## config.mk

```make
export PLATFORM = sky130hd
export DESIGN_NAME = mux_uart
export DESIGN_NICKNAME = d
export VERILOG_FILES = /design/src/rtl/mux_uart_pkg.sv /design/src/rtl/mux_uart_channel.sv /design/src/rtl/mux_uart.sv
export SDC_FILE = /design/constraint.sdc
export NUM_CORES = 1
export LEC_CHECK = 0
export CAP_MARGIN = 10
export CORE_UTILIZATION = 61
export DETAILED_ROUTE_END_ITERATION = 10
export HOLD_SLACK_MARGIN = 0.08
export PLACE_DENSITY = 0.95
export SKIP_CTS_REPAIR_TIMING = 1
export SLEW_MARGIN = 10
export SYNTH_ARGS = -nofsm -noshare
export SYNTH_HDL_FRONTEND = slang
export SYNTH_SLANG_ARGS = --single-unit
export TNS_END_PERCENT = 100
```

## constraint.sdc

```tcl
create_clock -name clock -period 7.75 [get_ports clock]
set_input_delay 0.775 -clock clock [delete_from_list [all_inputs] [get_ports clock]]
set_output_delay 0.775 -clock clock [all_outputs]
set_load 0.02 [all_outputs]
```

## src/rtl/mux_uart_pkg.sv

```systemverilog
// Shared definitions for the memory-mapped multi-channel UART: register offsets,
// status byte layout and FSM state encodings.
package mux_uart_pkg;

   localparam int unsigned STAT_OFS = 0;
   localparam int unsigned DATA_OFS = 1;

   typedef struct packed {
      logic [2:0] rsvd;
      logic       framerr;
      logic       overrun;
      logic       txidle;
      logic       txrdy;
      logic       rxrdy;
   } status_t;

   typedef enum logic [1:0] {TX_IDLE, TX_START, TX_DATA, TX_STOP} tx_state_t;
   typedef enum logic [1:0] {RX_IDLE, RX_START, RX_DATA, RX_STOP} rx_state_t;

endpackage

```

## src/rtl/mux_uart_channel.sv

```systemverilog
// One 8N1 channel: TX FIFO feeding a TX shifter, RX deserialiser with a holding
// register, and the live status byte.
module mux_uart_channel
   import mux_uart_pkg::*;
#(
   parameter int unsigned CLKS_PER_BIT = 16,
   parameter int unsigned TX_DEPTH     = 4
) (
   input  logic       clock,
   input  logic       reset,
   input  logic       wr_data,
   input  logic       rd_data,
   input  logic       rd_stat,
   input  logic [7:0] data_in,
   input  logic       rx,
   output logic       tx,
   output logic [7:0] status_c,
   output logic [7:0] rx_data
);

   localparam int unsigned AW    = $clog2(TX_DEPTH);
   localparam int unsigned CW    = AW + 1;
   localparam int unsigned CNT_W = $clog2(CLKS_PER_BIT);
   localparam logic [CNT_W-1:0] BIT_END  = CNT_W'(CLKS_PER_BIT - 1);
   localparam logic [CNT_W-1:0] HALF_END = CNT_W'(CLKS_PER_BIT / 2 - 1);

   logic [7:0]    fifo_mem [TX_DEPTH];
   logic [AW-1:0] wr_ptr, rd_ptr;
   logic [CW-1:0] count;
   logic          fifo_full, fifo_empty, push, pop;

   // A full FIFO still accepts a write when the shifter pops in the same cycle
   assign fifo_full  = (count == CW'(TX_DEPTH));
   assign fifo_empty = (count == '0);
   assign push       = wr_data && (!fifo_full || pop);

   always_ff @(posedge clock) begin
      if (push) fifo_mem[wr_ptr] <= data_in;
   end

   always_ff @(posedge clock or posedge reset) begin
      if (reset) begin
         wr_ptr <= '0;
         rd_ptr <= '0;
         count  <= '0;
      end else begin
         if (push) wr_ptr <= wr_ptr + 1'b1;
         if (pop)  rd_ptr <= rd_ptr + 1'b1;
         if (push && !pop)      count <= count + 1'b1;
         else if (pop && !push) count <= count - 1'b1;
      end
   end

   tx_state_t        tx_state, tx_next;
   logic [CNT_W-1:0] tx_cnt, tx_cnt_n;
   logic [2:0]       tx_bit, tx_bit_n;
   logic [7:0]       tx_sh, tx_sh_n;
   logic             tx_n;

   always_ff @(posedge clock or posedge reset) begin
      if (reset) begin
         tx_state <= TX_IDLE;
         tx_cnt   <= '0;
         tx_bit   <= '0;
         tx_sh    <= '0;
         tx       <= 1'b1;
      end else begin
         tx_state <= tx_next;
         tx_cnt   <= tx_cnt_n;
         tx_bit   <= tx_bit_n;
         tx_sh    <= tx_sh_n;
         tx       <= tx_n;
      end
   end

   // tx is registered from the next state so the line tracks the FSM exactly
   always_comb begin
      tx_next  = tx_state;
      tx_cnt_n = tx_cnt;
      tx_bit_n = tx_bit;
      tx_sh_n  = tx_sh;
      pop      = 1'b0;
      case (tx_state)
         TX_IDLE: begin
            if (!fifo_empty) begin
               pop      = 1'b1;
               tx_sh_n  = fifo_mem[rd_ptr];
               tx_cnt_n = '0;
               tx_next  = TX_START;
            end
         end
         TX_START: begin
            if (tx_cnt == BIT_END) begin
               tx_cnt_n = '0;
               tx_bit_n = '0;
               tx_next  = TX_DATA;
            end else tx_cnt_n = tx_cnt + 1'b1;
         end
         TX_DATA: begin
            if (tx_cnt == BIT_END) begin
               tx_cnt_n = '0;
               tx_sh_n  = {1'b0, tx_sh[7:1]};
               if (tx_bit == 3'd7) tx_next = TX_STOP;
               else tx_bit_n = tx_bit + 1'b1;
            end else tx_cnt_n = tx_cnt + 1'b1;
         end
         TX_STOP: begin
            if (tx_cnt == BIT_END) begin
               tx_cnt_n = '0;
               if (!fifo_empty) begin
                  pop     = 1'b1;
                  tx_sh_n = fifo_mem[rd_ptr];
                  tx_next = TX_START;
               end else tx_next = TX_IDLE;
            end else tx_cnt_n = tx_cnt + 1'b1;
         end
         default: tx_next = TX_IDLE;
      endcase
      case (tx_next)
         TX_START: tx_n = 1'b0;
         TX_DATA:  tx_n = tx_sh_n[0];
         default:  tx_n = 1'b1;
      endcase
   end

   logic [1:0]       rx_sync;
   logic             rx_s, rx_prev;
   rx_state_t        rx_state, rx_next;
   logic [CNT_W-1:0] rx_cnt, rx_cnt_n;
   logic [2:0]       rx_bit, rx_bit_n;
   logic [7:0]       rx_sh, rx_sh_n;
   logic             rx_load, rx_bad_stop;
   logic             rx_rdy, overrun, framerr;

   assign rx_s = rx_sync[1];

   always_ff @(posedge clock or posedge reset) begin
      if (reset) begin
         rx_sync  <= 2'b11;
         rx_prev  <= 1'b1;
         rx_state <= RX_IDLE;
         rx_cnt   <= '0;
         rx_bit   <= '0;
         rx_sh    <= '0;
      end else begin
         rx_sync  <= {rx_sync[0], rx};
         rx_prev  <= rx_s;
         rx_state <= rx_next;
         rx_cnt   <= rx_cnt_n;
         rx_bit   <= rx_bit_n;
         rx_sh    <= rx_sh_n;
      end
   end

   // Edge-triggered start so a low stop bit cannot re-arm the receiver
   always_comb begin
      rx_next     = rx_state;
      rx_cnt_n    = rx_cnt;
      rx_bit_n    = rx_bit;
      rx_sh_n     = rx_sh;
      rx_load     = 1'b0;
      rx_bad_stop = 1'b0;
      case (rx_state)
         RX_IDLE: begin
            if (rx_prev && !rx_s) begin
               rx_cnt_n = '0;
               rx_next  = RX_START;
            end
         end
         RX_START: begin
            if (rx_cnt == HALF_END) begin
               rx_cnt_n = '0;
               rx_bit_n = '0;
               rx_next  = rx_s ? RX_IDLE : RX_DATA;
            end else rx_cnt_n = rx_cnt + 1'b1;
         end
         RX_DATA: begin
            if (rx_cnt == BIT_END) begin
               rx_cnt_n = '0;
               rx_sh_n  = {rx_s, rx_sh[7:1]};
               if (rx_bit == 3'd7) rx_next = RX_STOP;
               else rx_bit_n = rx_bit + 1'b1;
            end else rx_cnt_n = rx_cnt + 1'b1;
         end
         RX_STOP: begin
            if (rx_cnt == BIT_END) begin
               rx_cnt_n    = '0;
               rx_load     = 1'b1;
               rx_bad_stop = !rx_s;
               rx_next     = RX_IDLE;
            end else rx_cnt_n = rx_cnt + 1'b1;
         end
         default: rx_next = RX_IDLE;
      endcase
   end

   // A load beats a same-cycle read clear
   always_ff @(posedge clock or posedge reset) begin
      if (reset) begin
         rx_data <= '0;
         rx_rdy  <= 1'b0;
         overrun <= 1'b0;
         framerr <= 1'b0;
      end else begin
         if (rx_load) begin
            rx_data <= rx_sh;
            rx_rdy  <= 1'b1;
         end else if (rd_data) rx_rdy <= 1'b0;
         if (rx_load && rx_rdy)          overrun <= 1'b1;
         else if (rd_stat)               overrun <= 1'b0;
         if (rx_load && rx_bad_stop)     framerr <= 1'b1;
         else if (rd_stat)               framerr <= 1'b0;
      end
   end

   status_t st;
   always_comb begin
      st         = '0;
      st.rxrdy   = rx_rdy;
      st.txrdy   = !fifo_full;
      st.txidle  = fifo_empty && (tx_state == TX_IDLE);
      st.overrun = overrun;
      st.framerr = framerr;
   end
   assign status_c = st;

endmodule

```

## src/rtl/mux_uart.sv

```systemverilog
// Memory-mapped serial MUX: decodes a window of status/data register pairs onto
// CHANNELS independent UART channels.
module mux_uart
   import mux_uart_pkg::*;
#(
   parameter logic [18:0] BASE_ADDR    = 19'h3f200,
   parameter int unsigned CHANNELS     = 1,
   parameter int unsigned CLKS_PER_BIT = 16,
   parameter int unsigned TX_DEPTH     = 4
) (
   input  logic                clock,
   input  logic                reset,
   input  logic [18:0]         address,
   input  logic                write_en,
   input  logic                read_en,
   input  logic [7:0]          data_in,
   output logic [7:0]          data_out,
   output logic                hit,
   output logic [CHANNELS-1:0] tx,
   input  logic [CHANNELS-1:0] rx
);

   localparam logic [18:0] SPAN = 19'(2 * CHANNELS);

   logic [18:0] offset;
   logic [17:0] ch_sel;
   logic        is_data, is_stat;
   logic [7:0]  status_arr [CHANNELS];
   logic [7:0]  rxd_arr    [CHANNELS];

   assign offset  = address - BASE_ADDR;
   assign hit     = (address >= BASE_ADDR) && (offset < SPAN);
   assign ch_sel  = offset[18:1];
   assign is_data = (offset[0] == 1'(DATA_OFS));
   assign is_stat = (offset[0] == 1'(STAT_OFS));

   for (genvar c = 0; c < CHANNELS; c++) begin : g_ch
      logic sel;
      assign sel = hit && (ch_sel == 18'(c));

      mux_uart_channel #(
         .CLKS_PER_BIT (CLKS_PER_BIT),
         .TX_DEPTH     (TX_DEPTH)
      ) u_ch (
         .clock    (clock),
         .reset    (reset),
         .wr_data  (sel && write_en && is_data),
         .rd_data  (sel && read_en && is_data),
         .rd_stat  (sel && read_en && is_stat),
         .data_in  (data_in),
         .rx       (rx[c]),
         .tx       (tx[c]),
         .status_c (status_arr[c]),
         .rx_data  (rxd_arr[c])
      );
   end

   always_comb begin
      data_out = '0;
      for (int c = 0; c < CHANNELS; c++) begin
         if (hit && (ch_sel == 18'(c))) data_out = is_data ? rxd_arr[c] : status_arr[c];
      end
   end

endmodule

```

==> After elaboration in Yosys (flattened, before gate mapping) <==
Memory sizes are Yosys's and may differ from the RTL's.
Index checks and enable logic that the tools add are counted.
{ "word_totals": {"output_inout_bits": 10, "regBits": 56, "ram_bits": 32, "word_cells": 146, "memories": 1} }
{ "op_classes": {"n_mux": 52, "n_addsub": 9, "bitwise_logic": 1, "reduce_logical": 37, "n_eq_ne": 25, "order_cmp": 2} }
{ "memory_table": {"columns": ["name", "words", "width", "read_ports", "rd_ports_with_merged_regs", "write_ports", "line", "rtl"], "rows": [
  ["g_ch[0].u_ch.fifo_mem", 4, 8, 1, 0, 1, "mux_uart_channel.sv:27", "logic [7:0] fifo_mem [TX_DEPTH];"]
]} }
{ "ops": {"columns": ["operator", "n"], "rows": [
  ["$mux W8", 5],
  ["$mux W3", 8],
  ["$pmux W8 S3", 1],
  ["$mux W2", 11],
  ["$mux W4", 5],
  ["$ge A19 B18 Y1 const B", 1],
  ["$lt A19 B2 Y1 const B", 1],
  ["$sub A19 B18 Y19 const B", 1],
  ["$logic_not A18 Y1", 1],
  ["$ne A2 B1 Y1 const B", 8],
  ["$pmux W2 S4", 2],
  ["$logic_and A1 B1 Y1", 14],
  ["$mux W1", 14],
  ["$pmux W3 S2", 2],
  ["$pmux W4 S3", 1],
  ["$reduce_bool A2 Y1", 6],
  ["$eq A2 B2 Y1 const B", 5],
  ["$add A3 B1 Y3 const B", 3],
  ["$eq A3 B3 Y1 const B", 3],
  ["$add A4 B1 Y4 const B", 2],
  ["$eq A4 B4 Y1 const B", 2],
  ["$pmux W4 S2", 1],
  ["$reduce_and A4 Y1", 2],
  ["$eq A2 B1 Y1 const B", 3],
  ["other kinds (16)", 24]
]} }

==> Depth between registers and ports, before layout <==
{ "logic_depth": {"depth_word": 11, "ltp_mapped": 13} }

==> Hierarchy <==
Synthesis repeated with hierarchy kept, for this count alone.
{ "unflattened": {"cells_unflattened": 341, "hier_area_um2": 4489.3} }
{ "by_module_without_submodules": {"columns": ["mod", "cells_per_inst", "seq_area_each_um2", "area_each_um2", "instances"], "rows": [
  ["mux_uart_channel", 301, 2367.3, 4060.1, 1],
  ["mux_uart", 40, 0.0, 429.2, 1]
]} }

==> Worst setup path before layout <==
No wires, ideal clock.
{ "synth_timing": {"kind": "input -> register", "from": "in address[2]", "to": "reg g_ch[0].u_ch.count[2]", "cell_stages": 13, "required_time_ns": 7.671, "slack_ns": 4.641, "setup_time_ns": 0.079, "t_arrival_ns": 3.030, "path_buffers": 2, "cell_sequence": "nor4_1 -> nand3b_1 -> or3_1 -> buf_6 -> clkinv_4 -> and4_1 -> buf_6 -> ha_1 -> inv_1 -> fa_1 -> xor2_1 -> nor2_1 -> xor2_1"} }
{ "synth_via": {"elab_chain_len": 10, "word_cells_on_any_way": 14, "cone_classes": "add/sub: 1; order compare: 2; mux: 1; reduce/logical: 10"} }
{ "synth_lines": {"columns": ["item", "line", "rtl"], "rows": [
  ["start, declared", "mux_uart.sv:13", "input logic [18:0] address,"],
  ["$sub A19 B18 Y19", "mux_uart.sv:31", "assign offset = address - BASE_ADDR;"],
  ["$lt A19 B2 Y1", "mux_uart.sv:32", "assign hit = (address >= BASE_ADDR) && (offset < SPAN);"],
  ["$logic_and A1 B1 Y1 *", "mux_uart.sv:32", null],
  ["via hit", "mux_uart.sv:18", "output logic hit,"],
  ["$logic_and A1 B1 Y1 *", "mux_uart.sv:39", "assign sel = hit && (ch_sel == 18'(c));"],
  ["$logic_and A1 B1 Y1 * (2 in a row)", "mux_uart.sv:47", ".wr_data (sel && write_en && is_data),"],
  ["$logic_and A1 B1 Y1 *", "mux_uart_channel.sv:35", "assign push = wr_data && (!fifo_full || pop);"],
  ["via g_ch[0].u_ch.push", "mux_uart_channel.sv:30", "logic fifo_full, fifo_empty, push, pop;"],
  ["$logic_not A1 Y1", "mux_uart_channel.sv:50", "else if (pop && !push) count <= count - 1'b1;"],
  ["$logic_and A1 B1 Y1", "mux_uart_channel.sv:50", null],
  ["$reduce_bool A2 Y1 (no source line)", null, null],
  ["end signal, assigned", "mux_uart_channel.sv:49", "if (push && !pop) count <= count + 1'b1;"],
  ["end signal, assigned", "mux_uart_channel.sv:50", null],
  ["end, declared", "mux_uart_channel.sv:29", "logic [CW-1:0] count;"]
]} }
The timed path passes the listed nets; every way through them passes the cells marked *.
A chain may end at the register's enable or synchronous reset.

==> Worst setup path after layout <==
{ "layout_timing": {"from": "in address[7]", "to": "out data_out[5]"} }
{ "layout_via": {"elab_chain_len": 5, "word_cells_on_any_way": 7, "cone_classes": "add/sub: 1; order compare: 2; mux: 1; reduce/logical: 3"} }
{ "layout_lines": {"columns": ["item", "line", "rtl"], "rows": [
  ["$sub A19 B18 Y19", "mux_uart.sv:31", null],
  ["$lt A19 B2 Y1", "mux_uart.sv:32", null],
  ["$logic_and A1 B1 Y1", "mux_uart.sv:32", null],
  ["$logic_and A1 B1 Y1 *", "mux_uart.sv:61", "if (hit && (ch_sel == 18'(c))) data_out = is_data ? rxd_arr[c] : status_arr[c];"],
  ["$mux W8 *", "mux_uart.sv:61", null],
  ["end, declared", "mux_uart.sv:17", "output logic [7:0] data_out,"]
]} }
Mark *: on every way between the ends. The rest lies on a longest branch, timed or not.

==> results_dict.tcl <==
set metrics [dict create \
    status "completed" \
    relSlewSlack_pct 37.13 \
    cts_tree "done" \
    synthCells 327 \
    num_rows 29 \
    reg2reg_depth 11 \
    core_um2 6459 \
    ios 42 \
    finalCritPeriodShare_pct 49.53 \
    synth_area_leaders "dfrtp_1, edfxtp_1, mux2_2" \
    via_per_inst 6.364 \
    rsz0062_at_grt "no" \
    ant_nets 0 \
    utilization_pct 73.89 \
    avgSynthCellArea_um2 12.67 \
    synthArstFlopShare_pct 63.64 \
    routed_wl_um 8970 \
    first_global_vias 2809 \
    final_cell_mix "dfrtp_1, clkdlybuf4s50_1, edfxtp_1, nand2_1, o21ai_0" \
    drive_gt1_share_pct 13.32 \
    grt_pass1_wl_um 14400 \
    ir_worst_vdd_uv 167.6 \
    synth_edf_count 32 \
    hold_depth 0 \
    hold_path_end "g_ch[0].u_ch.rx_sync[1]$_DFF_PP1_" \
    htreeDepth 3 \
    die_h_um 84.40 \
    critPathRequiredTime_ns 6.97 \
    crit_path_start_kind "primary input" \
    yosys_warnings 0 \
    worstSetupPathType "primary input to primary output" \
    area_growth_syn_to_layout_pct 15.23 \
    nets 412 \
    timing.max_cap.violations 0 \
    die_w_um 84.40 \
    reg2reg_to "g_ch[0].u_ch.count[2]$_DFFE_PP0P_" \
    final-max-slew-violation-count 0 \
    crit_slowest_cell "clkdlybuf4s50_1" \
    netlist.top_cell.by_area "dfrtp_1" \
    grt_overflow 0 \
    clock_path_buffers 2 \
    finalHoldViolations 0 \
    first_pass_iters 5 \
    max_freq_mhz 260.5 \
    clock_latency_ns 0.37 \
    worst-path-max-fanout 7 \
    cp-end-kind "primary output" \
    drtIter0Drc 234 \
    via_count 2832 \
    power_density_nw_per_um2 204.2 \
    synthFlopType "dfrtp_1" \
    yosysUniqueCellTypes 48 \
    arrival_ns 3.06 \
    synth-seq-cells 88 \
    min_from "g_ch[0].u_ch.rx_sync[0]$_DFF_PP1_" \
    clk_pin_slew_ns 0.09 \
    initial_utilization_pct 64.12 \
    track_usage_pct 27.39 \
    hpwl_um 5642 \
    ys_seq_area_share_pct 57.16 \
    timing.rr.start "g_ch[0].u_ch.tx_cnt[0]$_DFFE_PP0P_" \
    cpMostUsedCell "clkdlybuf4s50_1" \
    drcViolationCount 0 \
    worstHoldPathType "register to register" \
    diodes 0 \
    grt_max_degree 57 \
    gp_congestion 0.8054 \
    io_buffers 41 \
    critPathMaxStageDelay_ns 0.61 \
    power_uw 974.4 \
    fin_crit_ns 3.839 \
    setup-violations-final 0 \
    tns_ns 0 \
    synth_top_area_share_pct 31.42 \
    cts_root_buf "clkbuf_8" \
    wl_per_cell_um 20.16 \
    die_area_um2 7123 \
    finClkSkew_ns 0.01188 \
    cts_made_buffers 9 \
    cts_sinks 88 \
    placed_cells 429 \
    layout_commonest_cell "dfrtp_1" \
    fin_cells 445 \
    timing.reg2reg.setup_slack_ns 4.38 \
    cp_cell_sequence "clkdlybuf4s50_1, nor4b_1, nand2_1, or3_1, clkinv_4, and3_1, clkdlybuf4s50_1" \
    p_leak_nw 1.990 \
    netlist_area_um2 4141 \
    worstMarginPinSlew_ns 0.9420 \
    synthesis.nets 376 \
    antenna_found_initial 0 \
]
==> cells by family after synthesis <==
group	after synthesis	synth area share, %
compound gates	64	10.30
xor+xnor	8	1.692
fa+ha+maj	17	5.317
buf+inv	32	3.534
flops	88	57.16
mux	36	11.78
simple gates	82	10.21
==> cell usage after synthesis (3+ instances only) <==
master    instances
nand2_1          23
xor2_1            3
clkbuf_1          9
nand3_1           7
nor3_1            6
a21oi_1          11
mux2i_1           9
o21ai_0          20
dfrtp_1          52
xnor2_1           5
edfxtp_1         32
inv_1            15
nand3b_1          4
buf_2             5
mux2_2           18
nor2_1           15
a22o_1           13
mux4_2            8
dfstp_2           4
nand2b_1          3
ha_1             16
and2_1            6
and3_1            7
o31ai_1           3
==> state kept, by name (all words and copies together), names as in the netlist, 2 cells and up, named ones only <==
| register | flops |
|---|---|
| g_ch.u_ch.count | 3 |
| g_ch.u_ch.tx_sh | 8 |
| g_ch.u_ch.rx_sh | 8 |
| g_ch.u_ch.tx_state | 2 |
| g_ch.u_ch.rx_bit | 3 |
| g_ch.u_ch.rd_ptr | 2 |
| g_ch.u_ch.rx_data | 8 |
| g_ch.u_ch.fifo_mem | 32 |
| g_ch.u_ch.rx_cnt | 4 |
| g_ch.u_ch.wr_ptr | 2 |
| g_ch.u_ch.rx_sync | 2 |
| g_ch.u_ch.tx_bit | 3 |
| g_ch.u_ch.tx_cnt | 4 |
==> layout make-up <==
type | instances | area [µm²]
sequential | 88 | 2367
inverter | 16 | 66.31
clock inverter | 7 | 80.08
timing repair buffer | 41 | 410.4
multi-input combinational | 207 | 1628
tap | 77 | 96.34
clock buffer | 9 | 123.9
fill | 383 | 1687
==> worst max-delay path: cells and delay by family <==
| kind | cells | cell delay (ns) |
|---|---|---|
| simple gates | 4 | 1.15 |
| buf+inv | 3 | 1.14 |
==> power by group <==
group | leakage (nW) | internal [mW] | switching (mW)
Sequential | 0.997 | 0.507 | 0.0328
Combinational | 0.896 | 0.0527 | 0.0527
Clock | 0.0979 | 0.153 | 0.177
Total | 1.99 | 0.712 | 0.262
==> worst max path at each step <==
stage          slack [ns]                           endpoint  cells after the start        start
2_1_floorplan        4.64  g_ch[0].u_ch.count[2]$_DFFE_PP0P_                     13   address[2]
3_3_place_gp         4.08  g_ch[0].u_ch.count[2]$_DFFE_PP0P_                     12   address[2]
3_5_place_dp         3.86  g_ch[0].u_ch.count[2]$_DFFE_PP0P_                     12   address[1]
4_1_cts              3.93                        data_out[5]                      7   address[1]
5_1_grt              3.79                        data_out[5]                      7  address[16]
6_report             3.91                        data_out[5]                      7   address[7]
==> per-layer routing <==
layer	track usage, %	share of wire [%]	vias up
li1	-	-	1272
met1	34.38	40	1383
met2	44.86	49	137
met3	5.605	5.6	40
met4	15.72	4.9	0
met5	0	0	-
==> stage by stage <==
stage	cell area (µm²)	setup slack (ns)	hold WS, ns
after CTS	4771	3.930	0.3607
after global placement	4567	4.076	0.3456
after floorplan	4141	4.641	0.3452
after detailed placement	4567	3.863	0.3472
final	4772	3.911	0.3593
after global routing	4772	3.789	0.3638
(Power assumes the default switching activity.)
